**src/rtl/wb_arbiter.sv**
```systemverilog
// Register-file write-port arbiter: pipeline write-back vs. queued auxiliary results.
// Optional cycle statistics are enabled with the WB_ARB_STATS_EN macro.
module wb_arbiter #(
  parameter int DEPTH    = 4,
  parameter int MAX_WAIT = 8
) (
  input  logic        clk,
  input  logic        rst,
  input  logic        pipe_we,
  input  logic [4:0]  pipe_waddr,
  input  logic [31:0] pipe_wdata,
  input  logic        aux_valid,
  input  logic [4:0]  aux_waddr,
  input  logic [31:0] aux_wdata,
  output logic        aux_ready,
  output logic        rf_we,
  output logic [4:0]  rf_waddr,
  output logic [31:0] rf_wdata,
  output logic        stall_o,
  input  logic        re1,
  input  logic [4:0]  raddr1,
  input  logic        re2,
  input  logic [4:0]  raddr2,
  output logic        pend1,
  output logic        pend2
`ifdef WB_ARB_STATS_EN
  ,
  output logic [31:0] stat_stall,
  output logic [31:0] stat_full
`endif
);

  localparam int PTR_W  = $clog2(DEPTH);
  localparam int CNT_W  = PTR_W + 1;
  localparam int WAIT_W = $clog2(MAX_WAIT + 1);
  localparam logic [CNT_W-1:0]  CNT_FULL   = CNT_W'(DEPTH);
  localparam logic [WAIT_W-1:0] WAIT_LIMIT = WAIT_W'(MAX_WAIT);

  logic [4:0]        addr_mem_q [DEPTH];
  logic [4:0]        addr_mem_d [DEPTH];
  logic [31:0]       data_mem_q [DEPTH];
  logic [31:0]       data_mem_d [DEPTH];
  logic [PTR_W-1:0]  wr_ptr_q, wr_ptr_d;
  logic [PTR_W-1:0]  rd_ptr_q, rd_ptr_d;
  logic [CNT_W-1:0]  count_q, count_d;
  logic [WAIT_W-1:0] wait_cnt_q, wait_cnt_d;

  logic             empty;
  logic             full;
  logic             starve;
  logic             pipe_req;
  logic             accept;
  logic             push;
  logic             pop;
  logic             hit1;
  logic             hit2;
  logic             live;
  logic [PTR_W-1:0] offs;

  // A pipe write to $0 is no request; zero-address aux results are accepted but dropped.
  always_comb begin
    empty     = (count_q == '0);
    full      = (count_q == CNT_FULL);
    starve    = !rst && (wait_cnt_q == WAIT_LIMIT) && !empty;
    pipe_req  = pipe_we && (pipe_waddr != 5'd0);
    aux_ready = !rst && !full;
    accept    = aux_valid && aux_ready;
    push      = accept && (aux_waddr != 5'd0);
    pop       = !rst && !empty && (starve || !pipe_req);
  end

  always_comb begin
    rf_we    = 1'b0;
    rf_waddr = 5'd0;
    rf_wdata = 32'd0;
    stall_o  = 1'b0;
    if (!rst) begin
      if (starve) begin
        stall_o  = 1'b1;
        rf_we    = 1'b1;
        rf_waddr = addr_mem_q[rd_ptr_q];
        rf_wdata = data_mem_q[rd_ptr_q];
      end else if (pipe_req) begin
        rf_we    = 1'b1;
        rf_waddr = pipe_waddr;
        rf_wdata = pipe_wdata;
      end else if (!empty) begin
        rf_we    = 1'b1;
        rf_waddr = addr_mem_q[rd_ptr_q];
        rf_wdata = data_mem_q[rd_ptr_q];
      end
    end
  end

  always_comb begin
    addr_mem_d = addr_mem_q;
    data_mem_d = data_mem_q;
    wr_ptr_d   = wr_ptr_q;
    rd_ptr_d   = rd_ptr_q;
    count_d    = count_q + CNT_W'(push) - CNT_W'(pop);
    wait_cnt_d = wait_cnt_q;
    if (push) begin
      addr_mem_d[wr_ptr_q] = aux_waddr;
      data_mem_d[wr_ptr_q] = aux_wdata;
      wr_ptr_d             = wr_ptr_q + 1'b1;
    end
    if (pop) begin
      rd_ptr_d = rd_ptr_q + 1'b1;
    end
    // Waiting time is measured only while the head sits blocked.
    if (pop || empty) begin
      wait_cnt_d = '0;
    end else if (wait_cnt_q != WAIT_LIMIT) begin
      wait_cnt_d = wait_cnt_q + 1'b1;
    end
  end

  always_ff @(posedge clk) begin
    if (rst) begin
      wr_ptr_q   <= '0;
      rd_ptr_q   <= '0;
      count_q    <= '0;
      wait_cnt_q <= '0;
    end else begin
      wr_ptr_q   <= wr_ptr_d;
      rd_ptr_q   <= rd_ptr_d;
      count_q    <= count_d;
      wait_cnt_q <= wait_cnt_d;
    end
  end

  always_ff @(posedge clk) begin
    addr_mem_q <= addr_mem_d;
    data_mem_q <= data_mem_d;
  end

  // The head being popped now is covered by the register-file write bypass.
  always_comb begin
    hit1 = 1'b0;
    hit2 = 1'b0;
    offs = '0;
    live = 1'b0;
    for (int i = 0; i < DEPTH; i++) begin
      offs = PTR_W'(i) - rd_ptr_q;
      live = ({1'b0, offs} < count_q) && !(pop && (offs == '0));
      if (live && (addr_mem_q[i] == raddr1)) hit1 = 1'b1;
      if (live && (addr_mem_q[i] == raddr2)) hit2 = 1'b1;
    end
    if (accept && (aux_waddr == raddr1)) hit1 = 1'b1;
    if (accept && (aux_waddr == raddr2)) hit2 = 1'b1;
    pend1 = !rst && re1 && (raddr1 != 5'd0) && hit1;
    pend2 = !rst && re2 && (raddr2 != 5'd0) && hit2;
  end

`ifdef WB_ARB_STATS_EN
  logic [31:0] stat_stall_q, stat_stall_d;
  logic [31:0] stat_full_q, stat_full_d;

  always_comb begin
    stat_stall_d = stat_stall_q + {31'd0, stall_o};
    stat_full_d  = stat_full_q + {31'd0, (aux_valid && !aux_ready)};
  end

  always_ff @(posedge clk) begin
    if (rst) begin
      stat_stall_q <= '0;
      stat_full_q  <= '0;
    end else begin
      stat_stall_q <= stat_stall_d;
      stat_full_q  <= stat_full_d;
    end
  end

  assign stat_stall = stat_stall_q;
  assign stat_full  = stat_full_q;
`endif

endmodule

```
**config.mk**
```make
export PLATFORM = sky130hd
export DESIGN_NAME = wb_arbiter
export DESIGN_NICKNAME = d
export VERILOG_FILES = /design/src/rtl/wb_arbiter.sv
export SDC_FILE = /design/constraint.sdc
export NUM_CORES = 1
export LEC_CHECK = 0
export BUFFER_PORTS_ARGS = -buffer_cell sky130_fd_sc_hd__buf_2
export CELL_PAD_IN_SITES_DETAIL_PLACEMENT = 1
export CELL_PAD_IN_SITES_GLOBAL_PLACEMENT = 1
export CORE_MARGIN = 5
export CORE_UTILIZATION = 41
export DETAILED_ROUTE_END_ITERATION = 7
export PLACE_DENSITY_LB_ADDON = 0.15
export SLEW_MARGIN = 20
export SYNTH_ARGS = -nofsm -noshare
export SYNTH_HDL_FRONTEND = slang
export SYNTH_SLANG_ARGS = --single-unit
export TNS_END_PERCENT = 5
```
**constraint.sdc**
```tcl
create_clock -name clk -period 2.6 [get_ports clk]
set_clock_uncertainty 0.05 [all_clocks]
set_input_delay 0.13 -clock clk [delete_from_list [all_inputs] [get_ports clk]]
set_output_delay 0.13 -clock clk [all_outputs]
set_load 0.01 [all_outputs]
```
==> results of run 1 <==
==> layout make-up <==
type	count	area, um^2	share of cell area [%]
multi-input cells	306	2535	27.21
clock buffers	21	440.4	4.728
flip-flops and latches	159	4669	50.13
clock inverters	10	90.09	0.9671
repair buffers	186	1249	13.41
well taps	229	286.5	3.076
inverters	12	45.04	0.4835
==> stage by stage <==
stage               TNS, ps  instances  hold WS [ps]
floorplan            -989.2        510         178.9
global placement          0        853         291.0
detailed placement        0        853         300.1
CTS                       0        923         40.24
global route              0        923         63.35
finish                    0        923         53.46
==> how the worst min path moves through the flow <==
stage,start,endpoint,slack (ps),cells past startpoint
2_1_floorplan,aux_waddr[0],addr_mem_q[0]$_DFFE_PP_,180,0
3_3_place_gp,aux_wdata[11],data_mem_q[43]$_DFFE_PP_,290,1
3_5_place_dp,aux_wdata[6],data_mem_q[38]$_DFFE_PP_,300,1
4_1_cts,rst,rd_ptr_q[0]$_SDFFE_PP0P_,40,3
5_1_grt,rst,rd_ptr_q[0]$_SDFFE_PP0P_,60,3
6_report,rst,rd_ptr_q[0]$_SDFFE_PP0P_,50,3
==> sequential cells by signal, summed over array words and instances, names as in the netlist <==
register    cells
addr_mem_q     20
count_q         3
data_mem_q    128
rd_ptr_q        2
wait_cnt_q      4
wr_ptr_q        2
==> worst max-delay path, delay by kind of cell (launching register included) <==
family | cells | cell delay (ps)
and+or+nand+nor | 3 | 730
AOI/OAI and AO/OA | 3 | 620
DFF | 1 | 370
buffers and inverters | 1 | 150
==> cell families (layout without fill, tap and decap cells) <==
kind of cell	count (synthesis)	in the layout
flops	159	159
simple gates	134	134
compound gates	61	61
xor+xnor	56	56
buf+inv	45	229
mux	38	38
fa+ha+maj	17	17
==> metal layers <==
metal	share of wire, %	vias up	wire length (um)
li1	-	2228	-
met2	50	126	9275
met1	43	2415	8028
met4	1.7	0	316
met5	0	-	0
met3	4.9	30	905
==> where the power goes <==
part	switching (W)	internal (W)	total (W)
clock network	0.000967	0.00131	0.00227
registers	0.0000640	0.00292	0.00299
logic	0.000746	0.000631	0.00138
total	0.00178	0.00486	0.00664
==> cells in the mapped netlist <==
master	instances
edfxtp_1	148
nand2_1	78
a21oi_1	45
mux4_2	37
xnor2_1	28
xor2_1	28
clkbuf_1	18
ha_1	16
nor2_1	15
inv_1	12
dfxtp_1	11
nor3_1	11
buf_2	9
nand3_1	9
nor2b_1	5
a211oi_1	4
and2_1	4
buf_6	4
a21oi_2	2
a31oi_1	2
nor4_1	2
o21ai_0	2
or4_1	2
a211oi_2	1
a21o_1	1
a221oi_2	1
and2_4	1
and3_1	1
buf_1	1
buf_4	1
fa_1	1
mux2i_1	1
nand2b_1	1
nand3b_1	1
nand4_1	1
nor2_2	1
o211ai_2	1
o21ai_2	1
o31ai_1	1
or2_1	1
or4_4	1
==> timing repair <==
item	in CTS	in global routing
buffers inserted	2	0
endpoints found under the hold margin	148	0
gates resized for setup	1	3
hold buffers	37	0
setup endpoints to repair	12	2
==> flow_summary_export.csv, run 1 <==
group,metric,value,unit
status,run_status,"completed",
finish,postLayoutCellArea,9315,um^2
critical_path,timing.rr.end,"count_q[2]$_SDFF_PP0_",
floorplan,die-area,20790,um^2
critical_path,crit_path_end_kind,"primary output",
global_route,busiest_layer,"met2",
yosys,synth_area_leaders,"edfxtp_1 60%, mux4_2 11%, nand2_1 4.0%",
global_route,grtUsageTotal,18.49,%
critical_path,timing_worst_setup_path_type,"flip-flop to primary output",
routing,drt-wirelength-per-cell,20.07,um
critical_path,crit_chain,"nor3_1, nor2_1, and2_4, a211oi_1, a211oi_2, a31oi_1, buf_2",
yosys,syn-cell-area,7383,um^2
routing,vias_per_cell,5.199,
critical_path,critPathArrivalTime,2290,ps
finish,final_core_util,52.21,%
timing,period_needed,2471,ps
floorplan,initial_utilization,41.38,%
timing,setup_viol,0,
yosys,ys.warnings.count,0,
finish,syn_to_final_growth,26.17,%
floorplan,ios,132,
yosys,yosys.area.top_type,"edfxtp_1",
worst_hold_path,hold_path_class,"input port to flip-flop",
timing,finalHoldViolations,0,
finish,final_common_cell,"edfxtp_1",
critical_path,reg2reg_from,"count_q[0]$_SDFF_PP0_",
yosys,ys_ff_latch,159,
floorplan,coreArea,17840,um^2
yosys,synth_compound_area_share,4.864,%
yosys,synth-xor-area-share,6.643,%
finish,insertedDiodeCount,0,
global_route,grt_antenna_before_repair,0,
finish,mostFrequentLayoutCells,"148 x edfxtp_1, 131 x buf_2, 78 x nand2_1, 45 x a21oi_1",
clock_tree,numCtsBuffers,17,
clock_tree,clock_sinks,159,
critical_path,crit_fanout,11,
yosys,synth-simple-area-share,8.016,%
global_route,grt_use_met3,3.902,%
critical_path,startpoint_type,"flip-flop",
clock_tree,cts_tree,"done",
global_route,grt_util_met2,31.46,%
clock_tree,cts_buffer_depth,2,
place,place_hpwl,12780,um
place,dpl_cell_area,8379,um^2
timing,rsz0062_at_grt,"no",
critical_path,critPathMaxStageDelay,390,ps
global_route,grt_max_degree,41,
critical_path,reg2reg_slack,250,ps
routing,route.detailed.drc,0,
critical_path,endpoint,"pend1",
yosys,syn_nets,617,
timing,max_freq,0.4047,GHz
critical_path,worst_r2r_path_depth,9,
power_and_ir_drop,vdd_drop_max,0.0005088,V
clock_tree,clkLatencyLatePin,420,ps
critical_path,cp_slowest_cell,"nor3_1",
yosys,synth_top_family_by_area,"multiplexers",
power_and_ir_drop,p_per_area,712.7,nW/um^2
critical_path,critical_path_required,2420,ps
timing,timing.final.crit_share,95.03,%
run,cap_viol_max_count,0,
timing,slew_headroom,58.14,%
place,place_ws,238.5,ps
yosys,yosysUniqueCellTypes,41,
routing,wl,18530,um
timing,fin_ws,129.2,ps
yosys,synth_top_area_share,60.19,%
yosys,synthMuxAreaShare,11.42,%
place,io_buffers,131,
clock_tree,path_clk_slew,60,ps
finish,drive_gt1_share,33.14,%
power_and_ir_drop,power_leakage,3.394,nW
routing,vias,4799,
timing,worst-slew-pin-transition,627.9,ps
finish,nets,789,
clock_tree,cts_htree_levels,4,
global_route,first_global_vias,5298,
routing,dr.pass1.iters,4,
timing,slew_violations,0,
floorplan,dieWidth,144.2,um
critical_path,timing.critical_path.from,"count_q[0]$_SDFF_PP0_",
yosys,avgSynthCellArea,14.48,um^2
place,place.gp.congestion,0.8438,
floorplan,fp.dieH,144.2,um
routing,antenna_left,0,
global_route,grt-ovfl-total,0,
clock_tree,root_buffer,"clkbuf_16",
yosys,synthCells,510,
finish,fillers,1816,
floorplan,num_rows,49,
global_route,met1_usage,23.99,%
yosys,post_synth_fa_ha_maj_area_fraction,2.983,%
power_and_ir_drop,power,0.006639,W
yosys,seq_area_frac_synth,63.18,%
global_route,grt_pass1_wl,28820,um
routing,drtIter0Drc,260,
Power figures use the tool's default switching activity.
==> run 2: changes to the inputs <==
- CORE_UTILIZATION: 41 -> 43
- CTS_BUF_LIST: unset -> sky130_fd_sc_hd__clkbuf_4
- PLACE_DENSITY_LB_ADDON: 0.15 -> 0.1
- TNS_END_PERCENT: 5 -> 50
==> run 2 against run 1 <==
  * Die area decreased by 4.3%
  * Hold slack improved by 11 ps
  * Critical path depth increased by 1
  * Clock-buffer cell count decreased by 2
  * Total power decreased by 6.1%
  * Register-to-register slack about the same
  * Routed wire length increased by 12%
  * Via count increased by 2.0%
  * First-iteration DRC count increased by 15%
  * Critical endpoint unchanged
==> flow_summary_export.csv, run 2 (synthesized netlist as in run 1, its figures left out) <==
group,metric,value,unit
routing,vias_per_cell,5.250,
floorplan,dieWidth,141.0,um
power_and_ir_drop,vdd_drop_max,0.0003126,V
clock_tree,cts_tree,"done",
floorplan,die-area,19890,um^2
global_route,met1_usage,24.93,%
critical_path,critical_path_required,2420,ps
global_route,busiest_layer,"met2",
global_route,grt_use_met3,4.444,%
routing,vias,4893,
floorplan,ios,132,
timing,worst-slew-pin-transition,405.2,ps
clock_tree,clock_sinks,159,
critical_path,crit_path_end_kind,"primary output",
timing,slew_violations,0,
finish,largest_reg_flops,128,
worst_hold_path,whs_path_depth,5,
global_route,grt_util_met2,33.44,%
clock_tree,cts_buffer_depth,2,
clock_tree,numCtsBuffers,17,
timing,final.setup.tns,0,ps
clock_tree,path_clk_slew,120,ps
clock_tree,cts_htree_levels,4,
clock_tree,clkLatencyLatePin,530,ps
finish,fillers,1732,
timing,setup_viol,0,
routing,dr.pass1.iters,4,
critical_path,crit_fanout,4,
critical_path,timing_worst_setup_path_type,"flip-flop to primary output",
timing,finalHoldViolations,0,
floorplan,fp.dieH,141.0,um
routing,route.detailed.drc,0,
routing,antenna_left,0,
critical_path,worst_r2r_path_depth,10,
timing,timing.final.crit_share,99.86,%
global_route,grtUsageTotal,19.29,%
floorplan,coreArea,17060,um^2
finish,syn_to_final_growth,29.35,%
finish,drive_gt1_share,44.13,%
place,place.gp.congestion,0.8546,
global_route,grt_antenna_before_repair,0,
timing,period_needed,2596,ps
finish,reg.largest.list,"data_mem_q x128, addr_mem_q x20, wait_cnt_q x4",
power_and_ir_drop,power,0.006234,W
worst_hold_path,hold_path_class,"input port to flip-flop",
status,run_status,"completed",
finish,mostFrequentLayoutCells,"148 x edfxtp_1, 131 x buf_2, 58 x nand2_1, 38 x dlygate4sd3_1, 37 x mux4_2",
floorplan,num_rows,48,
timing,slew_headroom,72.98,%
routing,drtIter0Drc,298,
clock_tree,root_buffer,"clkbuf_4",
critical_path,critPathArrivalTime,2420,ps
routing,wl,20740,um
finish,top_register,"data_mem_q",
routing,drt-wirelength-per-cell,22.26,um
finish,insertedDiodeCount,0,
place,place_hpwl,12610,um
global_route,grt_pass1_wl,29280,um
power_and_ir_drop,p_per_area,652.8,nW/um^2
power_and_ir_drop,power_leakage,3.462,nW
finish,final_common_cell,"edfxtp_1",
run,cap_viol_max_count,0,
floorplan,initial_utilization,43.29,%
finish,final_core_util,55.99,%
finish,nets,803,
global_route,grt_max_degree,44,
global_route,first_global_vias,5201,
timing,max_freq,0.3851,GHz
timing,rsz0062_at_grt,"yes",
place,io_buffers,131,
global_route,grt-ovfl-total,0,
critical_path,startpoint_type,"flip-flop",
[run 2: cell count changes in the layout (fill, tap and decap cells not counted), moves of 5 or more]
| cell | before | now |
|---|---|---|
| nand2_2 | 0 | 20 |
| dfxtp_1 | 9 | 4 |
| clkbuf_16 | 17 | 6 |
| a21oi_1 | 45 | 17 |
| a21oi_2 | 2 | 29 |
| clkbuf_4 | 0 | 19 |
| nand2_1 | 78 | 58 |
[run 2: repair_timing]
item	4_1_cts	5_1_grt
gates cloned	0	7
pin swaps	7	15
setup endpoints to repair	39	39
hold buffers	38	0
endpoints found under the hold margin	157	0
gates resized for setup	19	60
buffers inserted	0	9
[run 2: routing by layer]
metal	part of all wire, %	routed length [um]
met3	5.2	1083
met1	43	8821
met4	0.92	191
met5	0	0
met2	51	10650
[run 2: worst max-delay path: stages (launching register included)]
cell,delay [ps]
dfxtp_4,410
clkinvlp_4,140
ha_1,330
a21oi_1,230
nor2_1,130
a211oi_2,200
a211oi_2,90
a31oi_1,180
buf_2,160
[run 2: final cells by class]
class | instances | area (um^2) | area share [%]
tap | 225 | 281.5 | 2.948
sequential | 159 | 4678 | 48.98
inverter | 12 | 53.80 | 0.5633
clock buffer | 19 | 142.6 | 1.494
timing repair buffer | 200 | 1495 | 15.66
multi-input combinational | 306 | 2758 | 28.87
clock inverter | 11 | 141.4 | 1.480
[run 2: final timing paths]
check	from	end	slack, ps
worst min-delay path	pipe_we	wait_cnt_q[0]$_SDFFE_PP0P_	60
worst min register to register	wait_cnt_q[0]$_SDFFE_PP0P_	wait_cnt_q[0]$_SDFFE_PP0P_	470
worst max register to register	count_q[0]$_SDFF_PP0_	count_q[1]$_SDFF_PP0_	260
worst max-delay path	count_q[1]$_SDFF_PP0_	pend1	4
[run 2: where the power goes]
part / switching, W / total (W) / internal, W
Combinational: 0.000910 / 0.00171 / 0.000800
Sequential: 0.0000798 / 0.00300 / 0.00292
Clock: 0.000844 / 0.00152 / 0.000677
[run 2: metrics by stage]
| step | worst slack [ps] | hold slack [ps] | cells | instance area, um^2 |
|---|---|---|---|---|
| 2_1_floorplan | -13.37 | 178.9 | 510 | 7386 |
| 3_3_place_gp | 282.4 | 289.6 | 848 | 8354 |
| 6_report | 3.523 | 64.47 | 932 | 9550 |
| 3_5_place_dp | 237.7 | 296.1 | 848 | 8354 |
| 4_1_cts | -28.97 | 19.71 | 916 | 9101 |
| 5_1_grt | -139.9 | 43.24 | 932 | 9550 |
